**src/rtl/ipsxe_floating_point_skid_buf_v1_0_pkg.sv**
```systemverilog
// Shared floating-point definitions: skid buffer state encoding.
// The encoding doubles as the occupancy count (number of held words).
package ipsxe_floating_point_skid_buf_v1_0_pkg;

    typedef enum logic [1:0] {
        SKID_EMPTY = 2'd0,
        SKID_ONE   = 2'd1,
        SKID_FULL  = 2'd2
    } skid_state_t;

endpackage

```
**src/rtl/ipsxe_floating_point_skid_buf_v1_0.sv**
```systemverilog
// Two-entry skid buffer in front of the operand register stage.
// Every output comes straight from a flop (or a decode of the state flop).
module ipsxe_floating_point_skid_buf_v1_0
    import ipsxe_floating_point_skid_buf_v1_0_pkg::*;
#(
    parameter int N = 64
) (
    input  logic         i_clk,
    input  logic         i_rst,
    input  logic         i_aclken,
    input  logic         i_s_tvalid,
    output logic         o_s_tready,
    input  logic [N-1:0] i_s_tdata,
    output logic         o_m_tvalid,
    input  logic         i_m_tready,
    output logic [N-1:0] o_m_tdata,
    output logic [1:0]   o_count
);

    skid_state_t  state_reg, state_next;
    logic [N-1:0] main_reg, main_next;
    logic [N-1:0] skid_reg, skid_next;
    logic         s_tready_reg;
    logic         in_xfer;
    logic         out_xfer;

    assign o_m_tvalid = (state_reg != SKID_EMPTY);
    assign o_count    = state_reg;
    assign o_m_tdata  = main_reg;
    assign o_s_tready = s_tready_reg;

    assign in_xfer  = i_aclken & i_s_tvalid & s_tready_reg;
    assign out_xfer = i_aclken & o_m_tvalid & i_m_tready;

    always_comb begin
        state_next = state_reg;
        main_next  = main_reg;
        skid_next  = skid_reg;
        case (state_reg)
            SKID_EMPTY: begin
                if (in_xfer) begin
                    state_next = SKID_ONE;
                    main_next  = i_s_tdata;
                end
            end
            SKID_ONE: begin
                if (in_xfer && out_xfer) begin
                    main_next = i_s_tdata;
                end else if (in_xfer) begin
                    state_next = SKID_FULL;
                    skid_next  = i_s_tdata;
                end else if (out_xfer) begin
                    state_next = SKID_EMPTY;
                end
            end
            SKID_FULL: begin
                // Upstream is stalled here, so only a drain can happen.
                if (out_xfer) begin
                    state_next = SKID_ONE;
                    main_next  = skid_reg;
                end
            end
            default: begin
                state_next = SKID_EMPTY;
            end
        endcase
    end

    // Ready tracks the next state unconditionally: with the enable low the
    // state holds, so this only changes anything on the first edge out of reset.
    always_ff @(posedge i_clk) begin
        if (i_rst) begin
            state_reg    <= SKID_EMPTY;
            main_reg     <= '0;
            skid_reg     <= '0;
            s_tready_reg <= 1'b0;
        end else begin
            state_reg    <= state_next;
            main_reg     <= main_next;
            skid_reg     <= skid_next;
            s_tready_reg <= (state_next != SKID_FULL);
        end
    end

endmodule
```
**config.mk**
```make
export PLATFORM = sky130hd
export DESIGN_NAME = ipsxe_floating_point_skid_buf_v1_0
export DESIGN_NICKNAME = d
export VERILOG_FILES = /design/src/rtl/ipsxe_floating_point_skid_buf_v1_0_pkg.sv /design/src/rtl/ipsxe_floating_point_skid_buf_v1_0.sv
export SDC_FILE = /design/constraint.sdc
export NUM_CORES = 1
export LEC_CHECK = 0
export CAP_MARGIN = 0
export CORE_MARGIN = 5
export CORE_UTILIZATION = 54
export CTS_CLUSTER_SIZE = 12
export DETAILED_ROUTE_END_ITERATION = 10
export PLACE_DENSITY = 0.86
export SKIP_CTS_REPAIR_TIMING = 1
export SLEW_MARGIN = 20
export SYNTH_ARGS = -nofsm -noshare
export SYNTH_HDL_FRONTEND = slang
export SYNTH_SLANG_ARGS = --single-unit
```
**constraint.sdc**
```tcl
create_clock -name i_clk -period 4.2 [get_ports i_clk]
set_input_delay 0.42 -clock i_clk [delete_from_list [all_inputs] [get_ports i_clk]]
set_output_delay 0.42 -clock i_clk [all_outputs]
set_load 0.02 [all_outputs]
```
==> metrics.txt <==
min Tclk post-route approximately 2.3 ns; status completed; RSZ-0062 raised after global routing false; max_cap viols 0; chip height 114 µm; gr ovfl total 0; die footprint approximately 13000 µm²; Seq/Total Area, Yosys between 40% and 50%; first-pass GRT wire length ~24000 µm; Mapped Nets approximately 670; most frequent cells after synthesis a21oi_1 (131), dfxtp_1 (131), nand2_1 (131); synthesized netlist cell count roughly 600; Mapped Area between 5000 and 6000 µm²; CTS max path bufs 2; Setup crit start kind primary input; Final WS setup just under 2 ns; area of the multi-input gates between 2000 and 3000 µm²; number of buffers added on ports 136; Reg clk slew, reported paths 0.06 ns; Max transition margin between 20% and 30%; synthesized area per cell between 9 and 10 µm²; CTS tree done; GPL Wtd Cong a little under 0.8; Routed WL between 10000 and 15000 µm; First-pass DRT Iterations 5; TritonCTS Sinks around 130; Syn. warnings 0; Storage cell area 2620 µm²; setup TNS 0 ns; dpl ws 1.41 ns; Max Fclk ~0.44 GHz; Hold WC Path Type reg -> reg; Yosys top cell area share 45.2%; fin. max-slew vios 0; pin count of the biggest net entering global routing 77; # DRC 0; DR iter-0 viols ~320; Wirelength per Cell around 18 µm; Fin Clk Skew roughly 0.01 ns; vias 4853; Setup CP Type in -> reg; top_reg_cell synth dfxtp_1; final setup fails 0; Yosys cell types 24; vias in the first global route approximately 5000; Critical Path End Type flip-flop; n_diodes 0; WHS Path Cells 2; Final HPWL DP about 9000 µm; final-stage net count between 700 and 800; clk root buf clkbuf_8; GRT Util Overall 22.3%; Tcrit/Tclk final 54.0%; IO Pins 137; Yosys reg bits ~130; share of cells above drive strength 1 between 10% and 20%; R2R cell count 5; Via density 5.72; core area between 10000 and 15000 µm²; Post-synth EDFFs 0; Final Instance Area approximately 7600 µm²; Worst-Skew Late Latency 0.51 ns; Pwr Density 432 nW/µm²; endpoints failing hold 0; placement row count 37; CP Max Fanout 64; Num CTS Buffers 17; initial antenna violation count 0; Die Wd 114 µm; Leak around 0.0029 µW; CP required ~4.5 ns; Detail Route Antenna Nets 0; Worst Tran Pin Value 1.08 ns; Worst EP arrival 2.59 ns; Hold WS 0.454 ns; synth top area cells dfxtp_1 (45%), a211oi_2 (13%), a21oi_1 (11%); Async SR Flop Fraction 0%; Initial Utilization between 50% and 60%; Area growth, synth to finish 30.2%; FILL cells approximately 740; H-tree levels 4; Max VDD drop around 0.23 mV; reg-to-reg setup timing slack ~2.0 ns; post-synth top area cell dfxtp_1; DP Area 6910 µm²
==> worst max-delay path: stages <==
cell and delay (ns):
clkdlybuf4s50_1 0.68, nand4b_1 0.24, o211ai_4 0.15, and2_4 0.90, a211oi_1 0.18
==> final cells by class <==
class                           instances  share of cell area [%]
Tap cell                              136                    2.25
Timing Repair Buffer                  143                    19.0
Sequential cell                       131                    34.7
Clock buffer                           19                    5.85
Clock inverter                         13                    2.27
Multi-Input combinational cell        407                    35.9
==> logic make-up (layout without fill, tap and decap cells) <==
logic type / Yosys count / count (layout) / share of synthesized area [%]
simple gates: 145 / 145 / 10.0
buf+inv: 58 / 175 / 8.58
compound gates: 198 / 198 / 25.2
mux: 64 / 64 / 11.0
flops: 131 / 131 / 45.2
==> metrics by stage <==
step | util (%) | std cells | power, µW
3_5_place_dp | 66.4 | 816 | 1780
2_1_floorplan | - | 596 | 1610
4_1_cts | 72.3 | 848 | 3280
3_3_place_gp | 66.4 | 816 | 1770
5_1_grt | 72.5 | 849 | 3370
6_report | 72.5 | 849 | 3260
==> worst paths after layout <==
kind / from / to
hold / removal: skid_reg[0]$_SDFFE_PP0P_ / skid_reg[0]$_SDFFE_PP0P_
hold reg to reg: skid_reg[0]$_SDFFE_PP0P_ / skid_reg[0]$_SDFFE_PP0P_
setup reg to reg: o_count[1]$_SDFF_PP0_ / skid_reg[10]$_SDFFE_PP0P_
setup / recovery: i_m_tready / o_m_tdata[32]$_SDFFE_PP0P_
==> power breakdown <==
part | switching, µW | internal [µW] | leakage (µW)
Combinational | 232 | 202 | 0.00156
Clock | 564 | 944 | 0.000284
Sequential | 28.9 | 1290 | 0.00107
Total | 825 | 2440 | 0.00291
==> cell usage in the layout (no fill, tap or decap), types with 2 or more instances in the layout <==
cell type        instances
clkdlybuf4s50_1        134
nand2_1                131
a21oi_1                131
dfxtp_1                131
mux2i_1                 64
a211oi_2                60
clkbuf_16               16
buf_4                    6
clkinvlp_4               5
a211oi_1                 4
inv_6                    4
nor2_1                   3
clkbuf_8                 3
bufinv_16                3
nand3b_1                 2
==> layer usage <==
metal / track usage, % / wire, µm / vias to the layer above
met1: 27.6 / 6240 / 2338
met4: 7.85 / 231 / 0
met3: 5.20 / 950 / 26
met5: 0 / 0 / -
met2: 38.2 / 7550 / 182
li1: - / - / 2307
Note: power is estimated with default switching activity, not from simulation.
